`src/rtl/conv_pkg.sv`:
```
// conv_pkg: shared constants and FSM encoding for the conv result collector.
//   OUT_DIM  output map side
//   NUM_FILT number of filters / maps
//   MAP_SIZE elements per map
//   DW       result width (two's complement)
//   PTR_W    read pointer width over all maps
package conv_pkg;
    localparam int OUT_DIM  = 7;
    localparam int NUM_FILT = 2;
    localparam int MAP_SIZE = OUT_DIM * OUT_DIM;
    localparam int DW       = 32;
    localparam int PTR_W    = $clog2(NUM_FILT * MAP_SIZE);
    localparam int FW       = NUM_FILT > 1 ? $clog2(NUM_FILT) : 1;
    localparam int AW       = $clog2(MAP_SIZE);
    localparam int CW       = $clog2(MAP_SIZE + 1);
    typedef enum logic {ST_COLLECT, ST_DRAIN} state_t;
endpackage

```
`src/rtl/ofmap_collector_bank.sv`:
```
// ofmap_bank: one output feature map - register array, write counter, full flag, async read.
//   clk, rst_n  clock, async active-low reset (clears the write counter)
//   clr_i       sync restart of the write counter
//   we_i        store wdata_i at the next raster position
//   wdata_i     value to store
//   raddr_i     raster index to read
//   rdata_o     combinational read data
//   full_o      all MAP_SIZE positions written
module ofmap_bank
    import conv_pkg::*;
(
    input  logic          clk,
    input  logic          rst_n,
    input  logic          clr_i,
    input  logic          we_i,
    input  logic [DW-1:0] wdata_i,
    input  logic [AW-1:0] raddr_i,
    output logic [DW-1:0] rdata_o,
    output logic          full_o
);
    logic [DW-1:0] mem_q [MAP_SIZE];
    logic [CW-1:0] wcnt_q;
    assign full_o  = wcnt_q == CW'(MAP_SIZE);
    assign rdata_o = mem_q[raddr_i];
    always_ff @(posedge clk or negedge rst_n)
        if (!rst_n) wcnt_q <= '0;
        else if (clr_i) wcnt_q <= '0;
        else if (we_i) wcnt_q <= wcnt_q + 1'b1;
    // Storage is not reset; contents are only read after being written.
    always_ff @(posedge clk)
        if (we_i) mem_q[AW'(wcnt_q)] <= wdata_i;
endmodule

```
`src/rtl/ofmap_collector.sv`:
```
// ofmap_collector: captures window results into per-filter maps, then drains them over valid/ready.
//   clk, rst_n           clock, async active-low reset
//   clear_i              sync restart (counters, overflow, FSM -> COLLECT)
//   y_valid_i/y_in_i     result strobe and value; filt_sel_i selects the map
//   rd_valid_o/rd_ready_i read handshake; rd_data_o/rd_filt_o element and its map
//   rd_last_o            final element of final map
//   maps_full_o          draining; overflow_o sticky dropped-result flag
//   Build option: define OFMAP_RELU_EN to clamp negative results to zero at capture.
module ofmap_collector
    import conv_pkg::*;
(
    input  logic          clk,
    input  logic          rst_n,
    input  logic          clear_i,
    input  logic          y_valid_i,
    input  logic [DW-1:0] y_in_i,
    input  logic [FW-1:0] filt_sel_i,
    output logic          rd_valid_o,
    input  logic          rd_ready_i,
    output logic [DW-1:0] rd_data_o,
    output logic [FW-1:0] rd_filt_o,
    output logic          rd_last_o,
    output logic          maps_full_o,
    output logic          overflow_o
);
    state_t               state_q, state_d;
    logic [PTR_W-1:0]     rd_ptr_q, rd_ptr_d;
    logic                 overflow_q, overflow_d;
    logic [NUM_FILT-1:0]  full, we;
    logic [DW-1:0]        dout [NUM_FILT];
    logic [DW-1:0]        wdata;
    logic [FW-1:0]        rd_map;
    logic [AW-1:0]        rd_idx;
    logic                 drain, last, xfer, restart;
    assign drain   = state_q == ST_DRAIN;
    assign rd_map  = FW'(rd_ptr_q / PTR_W'(MAP_SIZE));
    assign rd_idx  = AW'(rd_ptr_q % PTR_W'(MAP_SIZE));
    assign last    = drain && rd_ptr_q == PTR_W'(NUM_FILT * MAP_SIZE - 1);
    assign xfer    = drain && rd_ready_i;
    assign restart = clear_i || (xfer && last);
`ifdef OFMAP_RELU_EN
    assign wdata = y_in_i[DW-1] ? '0 : y_in_i;
`else
    assign wdata = y_in_i;
`endif
    for (genvar f = 0; f < NUM_FILT; f++) begin : g_bank
        assign we[f] = y_valid_i && !drain && !clear_i && filt_sel_i == FW'(f) && !full[f];
        ofmap_bank u_bank (
            .clk     (clk),
            .rst_n   (rst_n),
            .clr_i   (restart),
            .we_i    (we[f]),
            .wdata_i (wdata),
            .raddr_i (rd_idx),
            .rdata_o (dout[f]),
            .full_o  (full[f])
        );
    end
    // Outputs are forced to zero outside DRAIN so idle reads never expose stale storage.
    assign rd_valid_o  = drain;
    assign maps_full_o = drain;
    assign rd_data_o   = drain ? dout[rd_map] : '0;
    assign rd_filt_o   = drain ? rd_map : '0;
    assign rd_last_o   = last;
    assign overflow_o  = overflow_q;
    always_comb begin
        state_d    = state_q;
        rd_ptr_d   = rd_ptr_q;
        overflow_d = clear_i ? 1'b0 : overflow_q | (y_valid_i & (drain | full[filt_sel_i]));
        if (clear_i) begin
            state_d  = ST_COLLECT;
            rd_ptr_d = '0;
        end else if (xfer) begin
            state_d  = last ? ST_COLLECT : ST_DRAIN;
            rd_ptr_d = last ? '0 : rd_ptr_q + 1'b1;
        end else if (!drain && &full) begin
            state_d = ST_DRAIN;
        end
    end
    always_ff @(posedge clk or negedge rst_n)
        if (!rst_n) begin
            state_q    <= ST_COLLECT;
            rd_ptr_q   <= '0;
            overflow_q <= 1'b0;
        end else begin
            state_q    <= state_d;
            rd_ptr_q   <= rd_ptr_d;
            overflow_q <= overflow_d;
        end
endmodule

```
`config.mk`:
```
export PLATFORM = sky130hd
export DESIGN_NAME = ofmap_collector
export DESIGN_NICKNAME = d
export VERILOG_FILES = /design/src/rtl/conv_pkg.sv /design/src/rtl/ofmap_collector_bank.sv /design/src/rtl/ofmap_collector.sv
export SDC_FILE = /design/constraint.sdc
export NUM_CORES = 2
export LEC_CHECK = 0
export ABC_AREA = 1
export BUFFER_PORTS_ARGS = -buffer_cell sky130_fd_sc_hd__buf_2
export CORE_UTILIZATION = 55
export DETAILED_ROUTE_END_ITERATION = 6
export PLACE_DENSITY = 0.71
export SYNTH_ARGS = -nofsm -noshare
export SYNTH_HDL_FRONTEND = slang
export SYNTH_SLANG_ARGS = --single-unit
```
`constraint.sdc`:
```
create_clock -name clk -period 10.5 [get_ports clk]
set_clock_uncertainty 0.15 [all_clocks]
set_input_delay 2.1 -clock clk [delete_from_list [all_inputs] [get_ports clk]]
set_output_delay 2.1 -clock clk [all_outputs]
set_load 0.01 [all_outputs]
```
# ---- After elaboration in Yosys (flattened, before gate mapping)
# Memory sizes are Yosys's and may differ from the RTL's.
# Cells that the tools add are included.
dict set report word_totals {
  output_inout_bits 37
  latchBits 0
  mem_count 2
  ramBits 3136
  mem_bits_ro 0
  elab_cells 65
  reg_bits 21
}
# name depth width rd rd_ports_with_merged_regs write_ports line_no
set memory_table {}
lappend memory_table {{g_bank[0].u_bank.mem_q} 49 32 1 0 1 ofmap_collector_bank.sv:21} ;# logic [DW-1:0] mem_q [MAP_SIZE];
lappend memory_table {{g_bank[1].u_bank.mem_q} 49 32 1 0 1 ofmap_collector_bank.sv:21}
dict set report classes {
  eq_ne 3
  magnitude_cmp 2
  div 2
  n_reduce_logical 20
  shifts 0
  n_bitwise 5
  n_mul 0
  mux 23
  add_sub_neg 3
}
# cell n
set op_table {}
lappend op_table {{$mux W32} 4}
lappend op_table {{$mux W6} 4}
lappend op_table {{$mux W7} 3}
lappend op_table {{$add A6 B1 Y6 const B} 2}
lappend op_table {{$eq A6 B6 Y1 const B} 2}
lappend op_table {{$mux W1} 12}
lappend op_table {{$logic_and A1 B1 Y1} 10}
lappend op_table {{$add A7 B1 Y7 const B} 1}
lappend op_table {{$div A7 B6 Y7 const B} 1}
lappend op_table {{$eq A7 B7 Y1 const B} 1}
lappend op_table {{$mod A7 B6 Y7 const B} 1}
lappend op_table {{$reduce_bool A2 Y1} 3}
lappend op_table {{$logic_not A1 Y1} 4}
lappend op_table {{$reduce_bool A3 Y1} 1}
lappend op_table {{$ge A2 B2 Y1 const B} 1}
lappend op_table {{$lt A1 B2 Y1 const B} 1}
lappend op_table {{$not A1 Y2} 1}
lappend op_table {{$or A1 B1 Y1} 2}
lappend op_table {{$reduce_and A2 Y1} 1}
lappend op_table {{$and A1 B1 Y1} 1}
lappend op_table {{$logic_or A1 B1 Y1} 1}
lappend op_table {{$not A1 Y1} 1}

# ---- Depth between registers and ports, before layout
dict set report logic_depth {
  depth_word 7
  depth_mapped 26
  ltp_nobuf 23
}

# ---- Hierarchy
# From an unflattened synthesis, not the netlist that was laid out.
dict set report hier_totals {
  cells_unflattened 11005
  hier_area_um2 129081.3
}
# mod seq_area_each_um2 cells_each instances area_each_um2
set by_module_without_submodules {}
lappend by_module_without_submodules {{ofmap_bank at g_bank[1].u_bank} 47235.3 5341 1 63693.6}
lappend by_module_without_submodules {{ofmap_bank at g_bank[0].u_bank} 47235.3 5339 1 63618.5}
lappend by_module_without_submodules {ofmap_collector 225.2 325 1 1769.2}

# ---- Worst setup path before layout
# No wires, ideal clock.
dict set report synth_timing {
  path_kind {in2reg}
  start {input port clear_i}
  end {memory g_bank[0].u_bank.mem_q[15][0] (enable)}
  arrival_time_ns 6.116
  t_required_ns 9.848
  setup_ns 0.502
  path_buffers 0
  slack_ns 3.733
  stages 7
  path_cell_list {inv_1 nand3_1 nor2_1 inv_1 nor4_1 clkinv_1 nor4_1}
}
dict set report synth_between {
  elab_chain_cells 6
}
# item line_no
set synth_rtl {}
lappend synth_rtl {{start, declared} ofmap_collector.sv:14} ;# input logic clear_i,
lappend synth_rtl {{$logic_not A1 Y1} ofmap_collector.sv:47} ;# assign we[f] = y_valid_i && !drain && !clear_i && filt_sel_i == FW'(f) && !full[f];
lappend synth_rtl {{$logic_and A1 B1 Y1 (3 in a row)} ofmap_collector.sv:47}
lappend synth_rtl {{$mux W1} ofmap_collector_bank.sv:31} ;# if (we_i) mem_q[AW'(wcnt_q)] <= wdata_i;
lappend synth_rtl {{$mux W1 (implied by the code)} ofmap_collector_bank.sv:31}
lappend synth_rtl {{end, declared} ofmap_collector_bank.sv:21}
# Every way passes these cells.

# ---- Worst setup path after layout
dict set report layout_timing {
  start {register rd_ptr_q[0]}
  end {output port rd_data_o[9]}
}
dict set report layout_between {
  elab_chain_cells 6
}
# item line_no
set layout_rtl {}
lappend layout_rtl {{start, declared} ofmap_collector.sv:27} ;# logic [PTR_W-1:0] rd_ptr_q, rd_ptr_d;
lappend layout_rtl {{start signal, assigned} ofmap_collector.sv:87} ;# rd_ptr_q <= rd_ptr_d;
lappend layout_rtl {{$mod A7 B6 Y7 / $div A7 B6 Y7 (equally long branches)} {ofmap_collector.sv:37, ofmap_collector.sv:36}}
lappend layout_rtl {{$mem_v2 Z49 W32 / $not A1 Y2 (equally long branches)} --}
lappend layout_rtl {{$mux W32 (implied by the code) (*) (3 in a row)} ofmap_collector.sv:62} ;# assign rd_data_o = drain ? dout[rd_map] : '0;
lappend layout_rtl {{$mux W32 (*)} ofmap_collector.sv:62}
lappend layout_rtl {{end, declared} ofmap_collector.sv:20} ;# output logic [DW-1:0] rd_data_o,
# Every way passes the cells marked *; elsewhere a longest branch is shown, timed or not. The select of a mux whose other input is x is not followed.

==> flow_summary.ini <==
[drt]
drt_iter0_drc = 13167
postRouteAntennaNets = 0
avgRoutedWirePerCell_um = 26.5
vias_per_cell = 6.19
wl_um = 379000
dr.pass1.iters = 7
remaining_drc_errors = 0
vias = 88641

[placed_design]
dp_hpwl_um = 200000
place.gp.congestion = 0.917
placed_cell_area_um2 = 133000
portBuffers = 74

[power]
total_leakage_power_nw = 52.1
power_density_nw_per_um2 = 209
ir_drop_mv = 0.218

[floorplan]
io_pins = 75
dieHeight_um = 487
die_w_um = 487
start_util_pct = 55.5
die_area_um2 = 237000
core-area_um2 = 233000
placementRows = 177

[layout]
seqCellArea_um2 = 94700
layout_commonest_cell = edfxtp_1
multi_input_area_um2 = 29900
final_net_count = 10993
final_area_um2 = 143000
syn_to_final_growth_pct = 10.7
fillerInstances = 17405
drive_above_1_share_pct = 7.90
final_cell_mix = edfxtp_1, nand2_1, nand3_1

[timing]
rsz0062_at_grt = false
slew_violations = 0
finalSetupTns_ps = 0
worst_pin_slew_ps = 1430
maxSlewHeadroom_pct = 4.48
clock.fmax_mhz = 104
min_period_ps = 9590
final.period_utilization_pct = 91.4
final_hold_viol_count = 0
setup_violations = 0

[clocking]
ctsHoldBuffers = 0
cts_tree = built
numCtsBuffers = 326
clk_pin_slew_ps = 60
htreeDepth = 5
clock_path_buffers = 4
clkSinkCount = 3157
root_buffer = clkbuf_16
clk_latency_ps = 960
cts_setup_buffers = 0
cts_resized = 0

[yosys]
synth_xor_area_share_pct = 0.0406
yosysSeqAreaShare_pct = 73.1
netlist_area_um2 = 129000
yosysUniqueCellTypes = 39
synth_fa_ha_area_share_pct = 0.0966
synth_warnings = 0
syn_area_per_cell_um2 = 11.8
yosysTopAreaCell = edfxtp_1
ys_ff_latch = 3157
synth_compound_area_share_pct = 0.857
synth_nets = 11031
synthTopCellsByArea = edfxtp_1, nand3_1, nand2_1, buf_2, inv_1
synth_top_family_by_area = simple AND/OR/NAND/NOR gates
synth_cells = 10983
muxShareOfSynthArea_pct = 0
synth-simple-area-share_pct = 21.5
synth_top_area_share_pct = 72.7

[global_route]
grt_max_degree = 174
grt_pass1_vias = 84194
grt.total_usage_pct = 31.7
grt_pass1_wl_um = 550000
overflow = 0
antenna_found_initial = 18

[setup_path]
crit_arrival_ps = 7340
cp_max_fo = 90
path_class = flop to output pin
reg2reg_depth = 12
cp.required_ps = 8250
startpoint_type = flop
rr_startpoint = g_bank[1].u_bank.wcnt_q[1]
critPathCaptureType = output pin
r2r_end = g_bank[1].u_bank.mem_q[47][12]
r2r_setup_slack_ps = 5490

[min_path]
min_path_type = flop to flop
min_to = overflow_o
hold_depth = 2
hold_path.startpoint = overflow_o

[run]
timing.max_cap.violations = 0

[outcome]
status = complete, no violations
-- cell usage after synthesis, drive strengths merged --
| master | number |
|---|---|
| o22ai | 3 |
| inv | 539 |
| nand4 | 2 |
| or2 | 13 |
| nand2 | 3120 |
| clkinv | 5 |
| nor4 | 4 |
| nor2 | 235 |
| o211ai | 34 |
| buf | 575 |
| o21bai | 4 |
| a31oi | 2 |
| ha | 10 |
| a21oi | 111 |
| xor2 | 5 |
| xnor2 | 1 |
| edfxtp | 3136 |
| dfrtp | 21 |
| nand3b | 5 |
| o21ai | 44 |
| o211a | 1 |
| nand3 | 2981 |
| clkbuf | 125 |
| nor3 | 6 |
| a211oi | 1 |
-- stage by stage --
stage / util [%] / std cells / setup WS [ps] / total power [W] / hold slack, ps
2_1_floorplan: - / 10983 / 3730 / 0.0173 / 319
3_3_place_gp: 57.2 / 13749 / 2260 / 0.0188 / 323
3_5_place_dp: 57.2 / 13749 / 2170 / 0.0190 / 350
4_1_cts: 61.5 / 14308 / 1140 / 0.0298 / 363
5_1_grt: 61.5 / 14308 / 667 / 0.0308 / 417
6_report: 61.5 / 14313 / 905 / 0.0299 / 367
-- power breakdown --
group          internal [W]  switching, W  total (W)
logic               0.00126       0.00369    0.00495
registers            0.0139     0.0000160     0.0139
clock network       0.00635       0.00470     0.0111
-- sequential cells by signal (all words and copies together), names as in the netlist --
register	flops
g_bank.u_bank.mem_q	3136
g_bank.u_bank.wcnt_q	12
rd_ptr_q	7
maps_full_o	1
overflow_o	1
-- logic make-up after synthesis --
kind of cell / Yosys count
buffers and inverters: 1244
AND/OR/NAND/NOR: 6366
adder cells (fa/ha/maj): 10
AO/OA/AOI/OAI: 200
flip-flops: 3157
XOR/XNOR: 6
-- final cells by class --
| type | instances | share of cell area (%) |
|---|---|---|
| inverters | 544 | 1.45 |
| repair buffers | 334 | 1.97 |
| multi-input cells | 6582 | 20.8 |
| clock inverters | 152 | 0.936 |
| well taps | 3132 | 2.73 |
| diodes | 5 | 0.00873 |
| clock buffers | 407 | 6.01 |
| flip-flops and latches | 3157 | 66.1 |
-- per-layer routing --
metal  track usage [%]  wire (µm)  up-vias
met4              17.2      22600        2
met1              41.7     135000    43024
met5                 0         13        -
met2              49.2     173000     6097
li1                  -          -    38457
met3              6.93      48800     1061
-- critical path, stage by stage (launching register included) --
cell	delay, ps
dfrtp_1	680
inv_1	230
ha_1	270
inv_1	70
nand4_2	140
nand2_2	120
nand2_1	60
nand2_1	150
nand3_2	140
nand2_4	140
nand2_4	140
nand2_4	440
nand2_8	700
buf_12	490
buf_4	190
nor2_1	80
o21ai_1	80
nor2_1	120
nor2_1	60
nor2_1	600
nor2_1	120
nor2_1	770
a21oi_1	220
buf_2	240
-- how the worst max path moves through the flow --
| stage | start | endpoint | cells after the start |
|---|---|---|---|
| finish | rd_ptr_q[0] | rd_data_o[9] | 23 |
| global route | rd_ptr_q[0] | rd_data_o[9] | 23 |
| CTS | rd_ptr_q[0] | rd_data_o[9] | 23 |
| detailed placement | rd_ptr_q[0] | rd_data_o[9] | 23 |
| global placement | rd_ptr_q[0] | rd_data_o[9] | 23 |
| floorplan | clear_i | g_bank[0].u_bank.mem_q[15][0] | 7 |
Note: power is estimated with default switching activity, not from simulation.
